<file path="src/rtl/neuron_lut_scheduler.sv">
// Time-multiplexes NUM_NEURONS lookups onto one shared combinational LUT.
// Define NEURON_LUT_SCHED_PERF_EN to add job_count/busy_cycles counters.
module neuron_lut_scheduler #(
    parameter int NUM_NEURONS = 16,
    parameter int IN_BITS     = 6,
    parameter int OUT_BITS    = 2
) (
    input  logic                            clk,
    input  logic                            rst_n,
    input  logic                            flush,
    input  logic                            in_valid,
    output logic                            in_ready,
    input  logic [NUM_NEURONS*IN_BITS-1:0]  in_data,
    output logic [$clog2(NUM_NEURONS)-1:0]  lut_sel,
    output logic [IN_BITS-1:0]              lut_addr,
    input  logic [OUT_BITS-1:0]             lut_data,
    output logic                            out_valid,
    input  logic                            out_ready,
    output logic [NUM_NEURONS*OUT_BITS-1:0] out_data
`ifdef NEURON_LUT_SCHED_PERF_EN
    ,
    output logic [15:0]                     job_count,
    output logic [31:0]                     busy_cycles
`endif
);

    localparam int SW = $clog2(NUM_NEURONS);
    localparam logic [SW-1:0] LAST = SW'(NUM_NEURONS - 1);

    typedef enum logic [1:0] {
        IDLE,
        RUN,
        DONE
    } state_t;

    state_t                         state_q;
    state_t                         state_d;
    logic [SW-1:0]                  idx_q;
    logic [NUM_NEURONS*IN_BITS-1:0] cap_q;
    logic                           accept;
    logic                           last;

    assign accept = in_valid & in_ready;
    assign last   = (idx_q == LAST);

    always_comb begin
        state_d   = state_q;
        in_ready  = 1'b0;
        out_valid = 1'b0;
        lut_sel   = '0;
        lut_addr  = '0;
        unique case (state_q)
            IDLE: begin
                in_ready = 1'b1;
                if (in_valid) state_d = RUN;
            end
            RUN: begin
                lut_sel  = idx_q;
                lut_addr = cap_q[idx_q*IN_BITS +: IN_BITS];
                if (last) state_d = DONE;
            end
            DONE: begin
                out_valid = 1'b1;
                if (out_ready) state_d = IDLE;
            end
            default: state_d = IDLE;
        endcase
        // flush wins over any handshake in the same cycle
        if (flush) state_d = IDLE;
    end

    always_ff @(posedge clk or negedge rst_n) begin
        if (!rst_n) begin
            state_q  <= IDLE;
            idx_q    <= '0;
            cap_q    <= '0;
            out_data <= '0;
        end else begin
            state_q <= state_d;
            if (flush) begin
                idx_q    <= '0;
                out_data <= '0;
            end else if (accept) begin
                cap_q    <= in_data;
                idx_q    <= '0;
                out_data <= '0;
            end else if (state_q == RUN) begin
                out_data[idx_q*OUT_BITS +: OUT_BITS] <= lut_data;
                idx_q <= last ? '0 : idx_q + 1'b1;
            end
        end
    end

`ifdef NEURON_LUT_SCHED_PERF_EN
    logic deliver;

    assign deliver = out_valid & out_ready & ~flush;

    always_ff @(posedge clk or negedge rst_n) begin
        if (!rst_n) begin
            job_count   <= '0;
            busy_cycles <= '0;
        end else begin
            if (deliver) job_count <= job_count + 16'd1;
            if (state_q != IDLE && busy_cycles != '1)
                busy_cycles <= busy_cycles + 32'd1;
        end
    end
`endif

endmodule

</file>
<file path="config.mk">
export PLATFORM = sky130hd
export DESIGN_NAME = neuron_lut_scheduler
export DESIGN_NICKNAME = d
export VERILOG_FILES = /design/src/rtl/neuron_lut_scheduler.sv
export SDC_FILE = /design/constraint.sdc
export NUM_CORES = 1
export LEC_CHECK = 0
export CORE_UTILIZATION = 34
export CTS_CLUSTER_DIAMETER = 60
export DETAILED_ROUTE_END_ITERATION = 16
export GPL_TIMING_DRIVEN = 0
export SYNTH_ARGS = -nofsm -noshare
export SYNTH_HDL_FRONTEND = slang
export SYNTH_SLANG_ARGS = --single-unit
</file>
<file path="constraint.sdc">
create_clock -name clk -period 7.1 [get_ports clk]
set_input_delay 1.42 -clock clk [delete_from_list [all_inputs] [get_ports clk]]
set_output_delay 1.42 -clock clk [all_outputs]
set_load 0.01 [all_outputs]
</file>
==> results_dict.tcl, run 1 <==
set metrics [dict create \
    final_net_count 766 \
    post-cts-setup-buffer-count 0 \
    dp_hpwl_um 13050 \
    rsz0062_at_grt "false" \
    ioPinCount 147 \
    place_ws_ns 3.129 \
    grt_pass1_vias 5033 \
    crit_top_cell "buf_2" \
    multi_input_area_um2 2843 \
    wl_per_cell_um 19.55 \
    hold_depth 1 \
    synth.avg_cell_area_um2 13.03 \
    synth.most_common_cell "dfrtp_1" \
    relSlewSlack_pct 56.13 \
    drt_iter0_drc 236 \
    grt_overflow_total 0 \
    core_um2 18210 \
    fin_crit_ns 4.452 \
    worstPathArrival_ns 3.03 \
    ys_types 52 \
    cts.sinks 134 \
    hold_buffers 0 \
    path_cells "buf_2, buf_2, buf_2, mux2i_1, a22oi_1, nand3_1, o21ai_1, clkdlybuf4s50_1" \
    reg2regPathDepth 8 \
    regToRegStartpoint "idx_q[0]$_DFFE_PN0P_" \
    max_stage_delay_ns 0.61 \
    min_to "cap_q[72]$_DFFE_PN0P_" \
    power_mw 2.326 \
    hold_violations 0 \
    initial_core_util_pct 35.20 \
    grt_usage_pct 18.88 \
    synthesis.area_um2 6409 \
    cts_made_buffers 17 \
    tightest_slew_ns 0.6581 \
    synthFlopType "dfrtp_1" \
    root_buffer "clkbuf_16" \
    synth_top_cell_area_share_pct 52.32 \
    die-width_um 139.3 \
    ff_latch_area_um2 3353 \
    drc 0 \
    finalSetupTns_ns 0 \
    worst_setup_path_start_kind "flip-flop" \
    hold_start "cap_q[72]$_DFFE_PN0P_" \
    p_leak_nw 3.581 \
    htree_num_levels 4 \
    n_fill_cell 1619 \
    viasPerCell 5.171 \
    finClkSkew_ns 0.009736 \
    ys_ff_latch 134 \
    ir_drop_mv 0.1747 \
    slew_viol_final 0 \
    worstHoldPathType "flip-flop to flip-flop" \
    drt_wl_total_um 17500 \
    port_buffers 145 \
    synth_top_area_cell "dfrtp_1" \
    areaGrowthSynthToFinish_pct 35.69 \
    crit_path_top_delay_cell "clkdlybuf4s50_1" \
    num_rows 49 \
    setup_ws_ns 2.648 \
    required_ns 5.68 \
    syn_nets 601 \
    yosysSeqAreaShare_pct 52.32 \
    path_class "flip-flop to output pin" \
    routabilityCongestion 0.8160 \
    n_antenna_cell 0 \
    reg2reg_slack_ns 4.32 \
    die-area_um2 19400 \
    maxCapViolCount 0 \
    synth_edf_count 0 \
    synth-warning-count 0 \
    setup-violations-final 0 \
    die_y_um 139.3 \
    synthCells 492 \
    synthTopCellsByArea "dfrtp_1 (52%), mux2_2 (9.8%), mux2i_1 (7.7%)" \
    end_kind "output pin" \
    synth_commonest_cells "dfrtp_1 (134), mux2_2 (56), mux2i_1 (49)" \
    cts_max_path_buffers 2 \
    r2r_end "out_data[0]$_DFFE_PN0P_" \
    p_per_area_nw_per_um2 267.5 \
    clkLatencyLatePin_ns 0.42 \
    finalCritPeriodShare_pct 62.70 \
    antenna_found_initial 1 \
    fmax_ghz 0.2246 \
    clk_pin_slew_worst_paths_ns 0.06 \
    worst-path-max-fanout 10 \
    ys_async_sr_fraction_pct 100.0 \
    grt_max_degree 77 \
    cts_tree "built" \
    post-route-util_pct 47.76 \
    drt_first_pass_iters 4 \
    antenna_left 0 \
    grt_pass1_wl_um 27700 \
    post_cts_resized 0 \
    cp-startpoint "idx_q[0]$_DFFE_PN0P_" \
    drive_gt1_share_pct 18.02 \
    vias 4628 \
    status "finished clean" \
]
[logic make-up (layout without fill, tap and decap cells)]
family	count (synthesis)	count (layout)	synth area share, %
and+or+nand+nor	95	95	8.649
xor gates and xnor gates	2	2	0.2734
muxes	151	151	26.63
DFF	134	134	52.32
AOI/OAI and AO/OA	64	64	7.634
adders and majority gates	6	6	1.171
buffers and inverters	40	214	3.319
[metal layers]
metal	track usage (%)	share of wire, %
met1	23.18	43
met2	31.61	49
met3	6.676	7.0
met4	4.620	0.75
met5	0	0.074
[critical path, delay by kind of cell (launching register included)]
| kind | cells | cell delay (ns) |
|---|---|---|
| AOI/OAI and AO/OA | 2 | 0.37 |
| buffers and inverters | 4 | 1.54 |
| DFF | 1 | 0.42 |
| muxes | 1 | 0.12 |
| and+or+nand+nor | 1 | 0.16 |
[flip-flops by register name, summed over array words and instances (netlist names)]
| name | count |
|---|---|
| cap_q | 96 |
| idx_q | 4 |
| out_data | 32 |
| state_q | 2 |
[how the worst max path moves through the flow]
stage                            endpoint  cells past startpoint
detailed placement            lut_addr[4]                      8
global placement    cap_q[85]$_DFFE_PN0P_                      1
global route                  lut_addr[1]                      8
floorplan                     lut_addr[4]                      7
CTS                           lut_addr[4]                      8
finish                        lut_addr[4]                      8
[metrics by stage]
stage | instance area, um^2 | std cells | hold slack, ns
final | 8696 | 895 | 0.4820
after global routing | 8696 | 895 | 0.5012
after CTS | 8696 | 895 | 0.4863
after detailed placement | 8175 | 867 | 0.4743
after global placement | 8147 | 866 | 0.4633
after floorplan | 6409 | 492 | 0.4524
[cell usage in the layout, fill, tap and decap left out, types with 5 or more instances in the layout]
cell / instances
a22oi_1: 13
dfrtp_1: 134
nand4_1: 6
a31oi_1: 6
clkbuf_16: 17
mux2_2: 56
o21ai_1: 11
buf_2: 14
a221o_1: 6
clkdlybuf4s50_1: 144
mux2i_1: 49
nor2_1: 21
clkbuf_1: 15
nor2b_1: 5
buf_6: 5
mux2_1: 40
inv_1: 6
nand2_1: 18
mux4_2: 6
a32o_1: 6
a22o_1: 8
nand3_1: 9
ha_1: 6
and3_1: 5
[power by group]
group          total, mW  switching, mW  internal, mW
sequential          1.03         0.0895         0.936
clock              0.802          0.312         0.490
combinational      0.499          0.217         0.282
[cell type report]
type	count	area share, %
inverters	6	0.2590
plain buffers	34	2.187
clock buffers	23	5.381
clock inverters	5	0.6043
flip-flops and latches	134	38.56
well taps	229	3.295
multi-input cells	318	32.69
repair buffers	146	17.02
Power figures use the tool's default switching activity.
==> run 2, diff against run 1 <==
Clock period 7.1 ns to 3.9 ns, I/O delays scaled along.
==> run 2 against run 1 <==
  * Sequential power grew 82%
  * Power grew 82%
  * Cell count is the same
  * Final area is essentially flat
  * Die area is the same
  * Core utilization is essentially flat
  * Global-route usage is the same
  * Wire length is essentially flat
==> results_dict.tcl, run 2 (synthesized netlist as in run 1, its figures left out) <==
set metrics [dict create \
    status "finished clean" \
    final_cell_mix "clkdlybuf4s50_1 (144), dfrtp_1 (134), mux2_2 (56)" \
    finalCritPeriodShare_pct 96.25 \
    power_mw 4.234 \
    regToRegStartpoint "idx_q[0]$_DFFE_PN0P_" \
    hold_violations 0 \
    end_kind "output pin" \
    postPlaceCellArea_um2 8175 \
    cts_max_path_buffers 2 \
    drc 0 \
    antenna_found_initial 1 \
    grt_overflow_total 0 \
    die-area_um2 19400 \
    drt_wl_total_um 17500 \
    hold_buffers 0 \
    pwr-share-comb_pct 21.5 \
    required_ns 3.12 \
    clkLatencyLatePin_ns 0.42 \
    tightest_slew_ns 0.6719 \
    finClkSkew_ns 0.01046 \
    areaGrowthSynthToFinish_pct 35.73 \
    largest_reg_flops 96 \
    p_per_area_nw_per_um2 486.7 \
    num_rows 49 \
    dp_cells 867 \
    drive_gt1_share_pct 18.02 \
    cts_made_buffers 17 \
    cts.sinks 134 \
    reg_top3 "cap_q (96), out_data (32), idx_q (4)" \
    root_buffer "clkbuf_16" \
    die_y_um 139.3 \
    viasPerCell 5.184 \
    wl_per_cell_um 19.55 \
    setup-violations-final 0 \
    grt_pass1_vias 5033 \
    maxCapViolCount 0 \
    vias 4640 \
    pwr-share-clk_pct 34.5 \
    fmax_ghz 0.2664 \
    rsz0062_at_grt "false" \
    regMostFlops "cap_q" \
    initial_core_util_pct 35.20 \
    routabilityCongestion 0.8160 \
    seqPwrFrac_pct 44.1 \
    die-width_um 139.3 \
    post-route-util_pct 47.77 \
    r2r_end "out_data[0]$_DFFE_PN0P_" \
    n_fill_cell 1620 \
    htree_num_levels 4 \
    grt_pass1_wl_um 27700 \
    antenna_left 0 \
    internal_power_mw 3.109 \
    cts_tree "built" \
    ioPinCount 147 \
    reg2reg_slack_ns 1.12 \
    final_common_cell "clkdlybuf4s50_1" \
    clk_pin_slew_worst_paths_ns 0.05 \
    drt_iter0_drc 240 \
    worst-path-max-fanout 10 \
    netSwitchingFraction_pct 26.57 \
    worstPathArrival_ns 2.97 \
    grt_max_degree 77 \
    worst_setup_path_start_kind "flip-flop" \
    grt_usage_pct 18.88 \
    final_cells 895 \
    port_buffers 145 \
    fin_crit_ns 3.754 \
    relSlewSlack_pct 55.04 \
    stdcell_area_um2 8698 \
    post-cts-setup-buffer-count 0 \
    final_net_count 766 \
    slew_viol_final 0 \
    reg2regPathDepth 8 \
    core_um2 18210 \
    switchingPower_mw 1.125 \
    dp_hpwl_um 13050 \
    path_class "flip-flop to output pin" \
    n_antenna_cell 0 \
    drt_first_pass_iters 4 \
    p_leak_nw 3.580 \
    worstHoldPathType "primary input to async pin" \
    ir_drop_mv 0.3174 \
]
==> run 2: power groups by stage <==
stage	Clock, mW	Sequential, mW	Combinational [mW]
2_1_floorplan	0	1.83	0.605
3_3_place_gp	0	1.87	0.891
3_5_place_dp	0	1.89	0.919
4_1_cts	1.49	1.87	0.923
5_1_grt	1.56	1.91	0.996
6_report	1.46	1.87	0.909
==> run 2: cell type report <==
| class | instances | area, um^2 | share of cell area [%] |
|---|---|---|---|
| clock buffer | 23 | 467.9 | 5.380 |
| timing repair buffer | 146 | 1480 | 17.02 |
| multi-input combinational | 318 | 2843 | 32.68 |
| tap | 229 | 286.5 | 3.294 |
| clock inverter | 5 | 52.55 | 0.6041 |
| inverter | 6 | 22.52 | 0.2589 |
| sequential | 134 | 3353 | 38.55 |
| buffer | 34 | 192.7 | 2.215 |
==> run 2: per-layer routing <==
metal	GRT usage [%]	up-vias	wire length, um
li1	-	2137	-
met1	23.18	2335	7551
met4	4.620	2	135
met5	0	-	13
met2	31.61	152	8565
met3	6.676	14	1230
==> run 2: worst max-delay path, cell delays in order, from the launching register on <==
cell	delay, ns
dfrtp_1	0.42
buf_2	0.19
clkbuf_4	0.29
buf_2	0.36
mux2i_1	0.12
a22oi_1	0.25
nand3_1	0.18
o21ai_1	0.14
clkdlybuf4s50_1	0.61
==> run 2: per-stage QoR <==
stage | setup WS, ns | hold WS [ns] | setup TNS [ns]
final | 0.1463 | 0.3408 | 0
after global routing | 0.01793 | 0.3766 | 0
after CTS | 0.09668 | 0.3630 | 0
after detailed placement | 0.5689 | 0.4743 | 0
after global placement | -3.225 | 0.4633 | -430.69
after floorplan | 1.509 | 0.4524 | 0
==> run 2: worst max path at each step <==
stage,cells past startpoint,slack [ns],startpoint,to
after global routing,7,0.02,idx_q[1]$_DFFE_PN0P_,lut_addr[3]
after global placement,1,-3.22,rst_n,cap_q[85]$_DFFE_PN0P_
after CTS,8,0.1,idx_q[0]$_DFFE_PN0P_,lut_addr[4]
after floorplan,8,1.51,idx_q[0]$_DFFE_PN0P_,out_data[0]$_DFFE_PN0P_
after detailed placement,8,0.57,idx_q[0]$_DFFE_PN0P_,lut_addr[4]
final,8,0.15,idx_q[0]$_DFFE_PN0P_,lut_addr[4]
==> run 2: timing repair <==
| item | 4_1_cts | 5_1_grt |
|---|---|---|
| hold endpoints to repair | 0 | 0 |
| gates resized for setup | 0 | 1 |
| setup endpoints to repair | 0 | 3 |
